### config.mk
export PLATFORM = sky130hd
export DESIGN_NAME = assay_lane_sequencer_flat
export DESIGN_NICKNAME = d
export VERILOG_FILES = /design/src/rtl/assay_lane_sequencer_if.sv /design/src/rtl/assay_lane_sequencer.sv /design/src/flat_wrapper.sv
export SDC_FILE = /design/constraint.sdc
export NUM_CORES = 1
export LEC_CHECK = 0
export BUFFER_PORTS_ARGS = -buffer_cell sky130_fd_sc_hd__buf_2
export CAP_MARGIN = 20
export CORE_ASPECT_RATIO = 0.9
export CORE_MARGIN = 8
export CORE_UTILIZATION = 35
export CTS_CLUSTER_DIAMETER = 100
export DETAILED_ROUTE_END_ITERATION = 7
export GPL_TIMING_DRIVEN = 0
export SLEW_MARGIN = 10
export SYNTH_ARGS = -nofsm -noshare
export SYNTH_HDL_FRONTEND = slang
export SYNTH_SLANG_ARGS = --single-unit
### constraint.sdc
create_clock -name clk -period 6.5 [get_ports clk]
set_input_delay 0.65 -clock clk [delete_from_list [all_inputs] [get_ports clk]]
set_output_delay 0.65 -clock clk [all_outputs]
set_load 0.01 [all_outputs]
### src/rtl/assay_lane_sequencer_if.sv
// Host, detector, result and actuator signals of the assay lane sequencer.
// The sequencer connects through the slave modport; whoever drives it uses master.
interface assay_lane_sequencer_if #(
    parameter int N_CH   = 4,
    parameter int CNT_W  = 8,
    parameter int DATA_W = 12
);
    localparam int LW = (N_CH > 1) ? $clog2(N_CH) : 1;

    logic              start;
    logic [N_CH-1:0]   lane_mask;
    logic [CNT_W-1:0]  load_cyc;
    logic [CNT_W-1:0]  heat_cyc;
    logic [CNT_W-1:0]  mix_cyc;
    logic              abort;
    logic [DATA_W-1:0] det_data;
    logic              det_valid;
    logic              res_ready;

    logic [N_CH-1:0]   valve_in;
    logic              heater_en;
    logic              mixer_en;
    logic              det_req;
    logic              flush_en;
    logic              res_valid;
    logic [DATA_W-1:0] res_data;
    logic [LW-1:0]     res_lane;
    logic              busy;
    logic              done;

    modport master (
        output start, lane_mask, load_cyc, heat_cyc, mix_cyc, abort,
               det_data, det_valid, res_ready,
        input  valve_in, heater_en, mixer_en, det_req, flush_en,
               res_valid, res_data, res_lane, busy, done
    );

    modport slave (
        input  start, lane_mask, load_cyc, heat_cyc, mix_cyc, abort,
               det_data, det_valid, res_ready,
        output valve_in, heater_en, mixer_en, det_req, flush_en,
               res_valid, res_data, res_lane, busy, done
    );
endinterface

### src/rtl/assay_lane_sequencer.sv
// Runs LOAD/HEAT/MIX/DETECT/REPORT for each selected lane in ascending order,
// then FLUSH; all outputs are registered from the next-state decode.
module assay_lane_sequencer #(
    parameter int N_CH      = 4,
    parameter int CNT_W     = 8,
    parameter int DATA_W    = 12,
    parameter int FLUSH_CYC = 4
) (
    input logic                   clk,
    input logic                   rst,
    assay_lane_sequencer_if.slave bus
);
    localparam int LW = (N_CH > 1) ? $clog2(N_CH) : 1;
    localparam logic [CNT_W-1:0] FLUSH_LAST = CNT_W'(FLUSH_CYC - 1);

    typedef enum logic [2:0] {IDLE, LOAD, HEAT, MIX, DETECT, REPORT, FLUSH} state_t;

    state_t            state, nstate;
    logic [CNT_W-1:0]  cnt, ncnt;
    logic [LW-1:0]     lane, nlane;
    logic              ndone;
    logic              capture;
    logic [N_CH-1:0]   mask_q;
    logic [CNT_W-1:0]  load_q, heat_q, mix_q;
    logic [LW:0]       first_hit, next_hit;

    logic [N_CH-1:0]   valve_q;
    logic              heater_q, mixer_q, det_req_q, flush_q, res_valid_q, busy_q, done_q;
    logic [DATA_W-1:0] res_data_q;
    logic [LW-1:0]     res_lane_q;

    // Counter holds the remaining cycles minus one; a zero duration still gets one cycle.
    function automatic logic [CNT_W-1:0] last_cyc(input logic [CNT_W-1:0] n);
        return (n == '0) ? '0 : n - CNT_W'(1);
    endfunction

    // Returns {found, index} of the lowest set mask bit at or above 'from'.
    function automatic logic [LW:0] find_lane(input logic [N_CH-1:0] m, input int from);
        logic [LW:0] r;
        r = '0;
        for (int i = N_CH - 1; i >= 0; i--) begin
            if (m[i] && i >= from) r = {1'b1, LW'(i)};
        end
        return r;
    endfunction

    assign first_hit = find_lane(bus.lane_mask, 0);
    assign next_hit  = find_lane(mask_q, int'(lane) + 1);

    always_comb begin
        nstate  = state;
        ncnt    = cnt;
        nlane   = lane;
        ndone   = 1'b0;
        capture = 1'b0;
        case (state)
            IDLE: if (bus.start) begin
                capture = 1'b1;
                if (first_hit[LW]) begin
                    nstate = LOAD;
                    nlane  = first_hit[LW-1:0];
                    ncnt   = last_cyc(bus.load_cyc);
                end else begin
                    ndone = 1'b1;
                end
            end
            LOAD: if (cnt == '0) begin
                nstate = HEAT;
                ncnt   = last_cyc(heat_q);
            end else ncnt = cnt - CNT_W'(1);
            HEAT: if (cnt == '0) begin
                nstate = MIX;
                ncnt   = last_cyc(mix_q);
            end else ncnt = cnt - CNT_W'(1);
            MIX: if (cnt == '0) nstate = DETECT;
                 else ncnt = cnt - CNT_W'(1);
            DETECT: if (bus.det_valid) nstate = REPORT;
            REPORT: if (bus.res_ready) begin
                if (next_hit[LW]) begin
                    nstate = LOAD;
                    nlane  = next_hit[LW-1:0];
                    ncnt   = last_cyc(load_q);
                end else begin
                    nstate = FLUSH;
                    ncnt   = FLUSH_LAST;
                end
            end
            FLUSH: if (cnt == '0) begin
                nstate = IDLE;
                ndone  = 1'b1;
            end else ncnt = cnt - CNT_W'(1);
            default: nstate = IDLE;
        endcase
        // Abort overrides any transfer that completes in the same cycle.
        if (bus.abort && state != IDLE && state != FLUSH) begin
            nstate = FLUSH;
            ncnt   = FLUSH_LAST;
        end
    end

    always_ff @(posedge clk) begin
        if (rst) begin
            state <= IDLE;
            cnt   <= '0;
            lane  <= '0;
        end else begin
            state <= nstate;
            cnt   <= ncnt;
            lane  <= nlane;
        end
    end

    always_ff @(posedge clk) begin
        if (capture) begin
            mask_q <= bus.lane_mask;
            load_q <= bus.load_cyc;
            heat_q <= bus.heat_cyc;
            mix_q  <= bus.mix_cyc;
        end
    end

    // Output registers: decoded from the state being entered, so they align with it.
    always_ff @(posedge clk) begin
        if (rst) begin
            valve_q     <= '0;
            heater_q    <= 1'b0;
            mixer_q     <= 1'b0;
            det_req_q   <= 1'b0;
            flush_q     <= 1'b0;
            res_valid_q <= 1'b0;
            res_data_q  <= '0;
            res_lane_q  <= '0;
            busy_q      <= 1'b0;
            done_q      <= 1'b0;
        end else begin
            valve_q     <= (nstate == LOAD) ? (N_CH'(1) << nlane) : '0;
            heater_q    <= (nstate == HEAT);
            mixer_q     <= (nstate == MIX);
            det_req_q   <= (nstate == DETECT);
            flush_q     <= (nstate == FLUSH);
            res_valid_q <= (nstate == REPORT);
            busy_q      <= (nstate != IDLE);
            done_q      <= ndone;
            if (nstate == REPORT) begin
                res_data_q <= (state == DETECT) ? bus.det_data : res_data_q;
                res_lane_q <= (state == DETECT) ? lane : res_lane_q;
            end else begin
                res_data_q <= '0;
                res_lane_q <= '0;
            end
        end
    end

    assign bus.valve_in  = valve_q;
    assign bus.heater_en = heater_q;
    assign bus.mixer_en  = mixer_q;
    assign bus.det_req   = det_req_q;
    assign bus.flush_en  = flush_q;
    assign bus.res_valid = res_valid_q;
    assign bus.res_data  = res_data_q;
    assign bus.res_lane  = res_lane_q;
    assign bus.busy      = busy_q;
    assign bus.done      = done_q;
endmodule

### src/flat_wrapper.sv
// flat-port wrapper written by rule: the top's interface ports become plain ports
module assay_lane_sequencer_flat 
#(
    parameter int N_CH      = 4,
    parameter int CNT_W     = 8,
    parameter int DATA_W    = 12,
    parameter int FLUSH_CYC = 4
)
  (clk, rst, bus_start, bus_lane_mask, bus_load_cyc, bus_heat_cyc, bus_mix_cyc, bus_abort, bus_det_data, bus_det_valid, bus_res_ready, bus_valve_in, bus_heater_en, bus_mixer_en, bus_det_req, bus_flush_en, bus_res_valid, bus_res_data, bus_res_lane, bus_busy, bus_done);
  assay_lane_sequencer_if #(.N_CH(N_CH), .CNT_W(CNT_W), .DATA_W(DATA_W)) bus_i ();
  input logic clk;
  input logic rst;
  input wire logic [$bits(bus_i.start)-1:0] bus_start;
  input wire logic [$bits(bus_i.lane_mask)-1:0] bus_lane_mask;
  input wire logic [$bits(bus_i.load_cyc)-1:0] bus_load_cyc;
  input wire logic [$bits(bus_i.heat_cyc)-1:0] bus_heat_cyc;
  input wire logic [$bits(bus_i.mix_cyc)-1:0] bus_mix_cyc;
  input wire logic [$bits(bus_i.abort)-1:0] bus_abort;
  input wire logic [$bits(bus_i.det_data)-1:0] bus_det_data;
  input wire logic [$bits(bus_i.det_valid)-1:0] bus_det_valid;
  input wire logic [$bits(bus_i.res_ready)-1:0] bus_res_ready;
  output wire logic [$bits(bus_i.valve_in)-1:0] bus_valve_in;
  output wire logic [$bits(bus_i.heater_en)-1:0] bus_heater_en;
  output wire logic [$bits(bus_i.mixer_en)-1:0] bus_mixer_en;
  output wire logic [$bits(bus_i.det_req)-1:0] bus_det_req;
  output wire logic [$bits(bus_i.flush_en)-1:0] bus_flush_en;
  output wire logic [$bits(bus_i.res_valid)-1:0] bus_res_valid;
  output wire logic [$bits(bus_i.res_data)-1:0] bus_res_data;
  output wire logic [$bits(bus_i.res_lane)-1:0] bus_res_lane;
  output wire logic [$bits(bus_i.busy)-1:0] bus_busy;
  output wire logic [$bits(bus_i.done)-1:0] bus_done;
  assign bus_i.start = bus_start;
  assign bus_i.lane_mask = bus_lane_mask;
  assign bus_i.load_cyc = bus_load_cyc;
  assign bus_i.heat_cyc = bus_heat_cyc;
  assign bus_i.mix_cyc = bus_mix_cyc;
  assign bus_i.abort = bus_abort;
  assign bus_i.det_data = bus_det_data;
  assign bus_i.det_valid = bus_det_valid;
  assign bus_i.res_ready = bus_res_ready;
  assign bus_valve_in = bus_i.valve_in;
  assign bus_heater_en = bus_i.heater_en;
  assign bus_mixer_en = bus_i.mixer_en;
  assign bus_det_req = bus_i.det_req;
  assign bus_flush_en = bus_i.flush_en;
  assign bus_res_valid = bus_i.res_valid;
  assign bus_res_data = bus_i.res_data;
  assign bus_res_lane = bus_i.res_lane;
  assign bus_busy = bus_i.busy;
  assign bus_done = bus_i.done;
  assay_lane_sequencer #(.N_CH(N_CH), .CNT_W(CNT_W), .DATA_W(DATA_W), .FLUSH_CYC(FLUSH_CYC)) u_core (.clk(clk), .rst(rst), .bus(bus_i));
endmodule
==> flow_summary.toml <==
[setup_path]
cp.arrival_ps = 2710
timing.critical_path.from_type = "flip-flop"
critical_path_class = "reg2reg"
highest_fanout_seen_on_the_critical_path = 10
ff2ff_path_depth = 9
worst_setup_path_end_kind = "flip-flop"
rrSetupSlack_ps = 4020
critical_path_required_ps = 6730
rr_endpoint = "u_core.bus.res_data[6]$_SDFFE_PP0P_"
worstReg2RegStart = "u_core.cnt[0]$_SDFFE_PP0P_"

[placed_design]
pre_cts_slack_ps = 3440
hpwl_after_detailed_placement_um = 6940
buffer_ports.inserted = 70
place.gp.congestion = 0.873

[sta]
finalCriticalPeriod_ps = 2480
maxSlewViolCount = 0
hold_ws_ps = 493
rsz_0062_raised_after_global_routing = "no"
fmax_mhz = 403
post-route-period-util_pct = 38.1
layout_setup_ws_ps = 4020
timing.clock.skew_ps = 9.03
tightest_slew_ps = 870
final_hold_viol_count = 0
timing.max_slew.rel_slack_pct = 41.5
setup_violation_total_in_the_final_timing_report = 0
accumulated_negative_setup_slack_ps = 0

[final_layout]
num_antenna_cells = 0
fillerInstances = 993
final_net_count = 500
share_of_layout_cells_above_drive_strength_1_pct = 32.2
syn_to_final_growth_pct = 23.4
final_util_pct = 44.2
mostFrequentLayoutCells = "sky130_fd_sc_hd__buf_2 (74), sky130_fd_sc_hd__dfxtp_1 (38), sky130_fd_sc_hd__nor2_1 (32), sky130_fd_sc_hd__edfxtp_1 (27), sky130_fd_sc_hd__inv_1 (21)"
layout_commonest_cell = "sky130_fd_sc_hd__buf_2"

[floorplanning]
num_io_pins = 71
floorplan.core_area_um2 = 10200
die-width_um = 124
floorplan.die.height_um = 113
initial_utilization_pct = 35.8
die_area_um2 = 14000
placementRows = 35

[global_route]
overflow = 0
grt_max_degree = 30
grt.total_usage_pct = 13.0
first_global_vias = 3003
first_pass_grt_wire_length_um = 14600
antenna_violations_before_repair = 0

[status]
run_status = "complete, no violations"

[synth]
synth_async_sr_flop_share_pct = 0
synth.cell_area_um2 = 3670
ys_dominant_reg_cell = "sky130_fd_sc_hd__dfxtp_1"
synth_compound_area_share_pct = 16.5
ys_seq_elements = 65
yosys.area_share.simple_pct = 22.2
synth.area.mux_share_pct = 6.24
yosysUniqueCellTypes = 70
synth_fa_ha_area_share_pct = 2.73
synthesis.area_per_instance_um2 = 10.1
combinational_family_with_the_most_area_after_synthesis = "simple AND/OR/NAND/NOR gates"
synth.yosys.seq_area_share_pct = 42.8
yosys_warnings = 0
synth_xor_xnor_area_share_pct = 4.77
synthesis.instances = 364
edff_count_synth = 27
synthesized_netlist_net_count = 418

[detailed_routing]
via_to_cell_ratio = 5.22
wl_met2_um = 3890
routed_wl_per_cell_um = 15.5
dr_total_vias = 3026
highest-signal-layer = "met4"
drt-initial-drc-count = 186
wl_met3_um = 599
wl_um = 8970
antenna_violating_nets_post_route = 0
drt_pre_antenna_iters = 4
route.detailed.drc = 0
detail_route.wirelength.met1_um = 4340

[clock_network]
worst_skew_pair.late_latency_ps = 330
postCtsSetupRepairBufs = 0
cts-resized-gates = 0
clk_pin_slew_worst_paths_ps = 60
numCtsBuffers = 9
ctsRootBufferMaster = "sky130_fd_sc_hd__clkbuf_16"
htree_levels = 3
clock_tree_from_tritoncts = "done"
ctsLongestPathBuffers = 2
cts_hold_buf = 0
cts_num_sinks = 65

[power_and_ir_drop]
ir_worst_vdd_mv = 0.226
total_leakage_power_nw = 1.78
power.density_nw_per_um2 = 442
p_total_mw = 2.00

[min_path]
worst_hold_path.endpoint = "u_core.heat_q[4]$_DFFE_PP_"
min_delay_path_depth = 1
holdCritStartpoint = "bus_heat_cyc[4]"
timing.hold.worst.class = "in2reg"

[flow_run]
cap_viol_max_count = 0
==> worst max-delay path: stages, from the launching register on <==
cell and delay, ps:
sky130_fd_sc_hd__dfxtp_1 350, sky130_fd_sc_hd__inv_1 90, sky130_fd_sc_hd__ha_1 330, sky130_fd_sc_hd__nor3b_1 340, sky130_fd_sc_hd__nand2_1 150, sky130_fd_sc_hd__a221oi_1 360
sky130_fd_sc_hd__a21oi_2 150, sky130_fd_sc_hd__o21ai_2 340, sky130_fd_sc_hd__buf_6 230, sky130_fd_sc_hd__nor2_2 50
==> worst max-delay path by stage <==
stage,startpoint,to,slack [ps],cells past startpoint
finish,u_core.cnt[0]$_SDFFE_PP0P_,u_core.bus.res_data[6]$_SDFFE_PP0P_,4020,9
global route,u_core.cnt[0]$_SDFFE_PP0P_,u_core.bus.res_data[6]$_SDFFE_PP0P_,3840,9
CTS,u_core.state[0]$_SDFF_PP0_,u_core.bus.valve_in[0]$_SDFF_PP0_,3740,7
detailed placement,bus_start,u_core.bus.valve_in[0]$_SDFF_PP0_,3440,7
global placement,bus_start,u_core.bus.valve_in[0]$_SDFF_PP0_,3450,7
floorplan,bus_start,u_core.bus.valve_in[0]$_SDFF_PP0_,4080,6
==> power breakdown <==
part	internal (mW)	leakage (nW)	switching, mW
Sequential	0.537	0.565	0.0850
Clock	0.324	0.159	0.192
Combinational	0.375	1.05	0.490
Total	1.24	1.78	0.766
==> metrics by stage <==
step / area (µm²) / instances
2_1_floorplan: 3670 / 364
3_3_place_gp: 4180 / 563
3_5_place_dp: 4180 / 563
4_1_cts: 4500 / 579
5_1_grt: 4530 / 580
6_report: 4530 / 580
==> registers in the layout, indices dropped and copies added, names as in the netlist <==
signal	flops
u_core.bus.busy	1
u_core.bus.res_valid	1
u_core.mix_q	8
u_core.bus.mixer_en	1
u_core.bus.res_lane	2
u_core.mask_q	3
u_core.state	3
u_core.bus.flush_en	1
u_core.bus.heater_en	1
u_core.cnt	8
u_core.bus.valve_in	4
u_core.bus.det_req	1
u_core.heat_q	8
u_core.load_q	8
u_core.bus.res_data	12
u_core.bus.done	1
u_core.lane	2
==> logic make-up (layout without fill, tap and decap cells) <==
kind of cell | Yosys count | after routing
DFF | 65 | 65
buffers and inverters | 33 | 120
AOI/OAI and AO/OA | 84 | 84
and+or+nand+nor | 132 | 132
adders and majority gates | 8 | 8
muxes | 22 | 22
xor gates and xnor gates | 20 | 20
==> final cells by class <==
type                    instances  area [µm²]  area share, %
multi-input cells             266        1930           42.5
flip-flops and latches         65        1570           34.7
repair buffers                 71         378           8.34
clock buffers                  10         250           5.52
well taps                     129         161           3.56
plain buffers                  11        91.3           2.02
inverters                      22        82.6           1.82
clock inverters                 6        71.3           1.57
==> per-layer routing <==
layer  vias to the layer above  global-route usage [%]
li1                       1517                       -
met1                      1401                    17.7
met2                        94                    18.6
met3                        14                    4.33
met4                         0                    4.44
met5                         -                       0
==> synth_stat cells, types with 4 or more instances <==
cell | count | area, µm²
sky130_fd_sc_hd__a221oi_1 | 4 | 35.0
sky130_fd_sc_hd__o21ai_0 | 17 | 85.1
sky130_fd_sc_hd__nand2_1 | 13 | 48.8
sky130_fd_sc_hd__ha_1 | 8 | 100
sky130_fd_sc_hd__nor2_2 | 12 | 75.1
sky130_fd_sc_hd__o22ai_1 | 15 | 93.8
sky130_fd_sc_hd__a31oi_1 | 4 | 25.0
sky130_fd_sc_hd__mux2i_1 | 18 | 180
sky130_fd_sc_hd__edfxtp_1 | 27 | 811
sky130_fd_sc_hd__nor3_1 | 15 | 75.1
sky130_fd_sc_hd__xor2_1 | 9 | 78.8
sky130_fd_sc_hd__buf_6 | 6 | 67.6
sky130_fd_sc_hd__dfxtp_1 | 38 | 761
sky130_fd_sc_hd__inv_1 | 21 | 78.8
sky130_fd_sc_hd__nor2b_1 | 8 | 50.1
sky130_fd_sc_hd__nor2_1 | 32 | 120
sky130_fd_sc_hd__a21oi_1 | 17 | 85.1
sky130_fd_sc_hd__nor4_1 | 10 | 62.6
sky130_fd_sc_hd__buf_2 | 4 | 20.0
sky130_fd_sc_hd__nor3b_1 | 5 | 37.5
sky130_fd_sc_hd__xnor2_1 | 11 | 96.3
(Power assumes the default switching activity.)
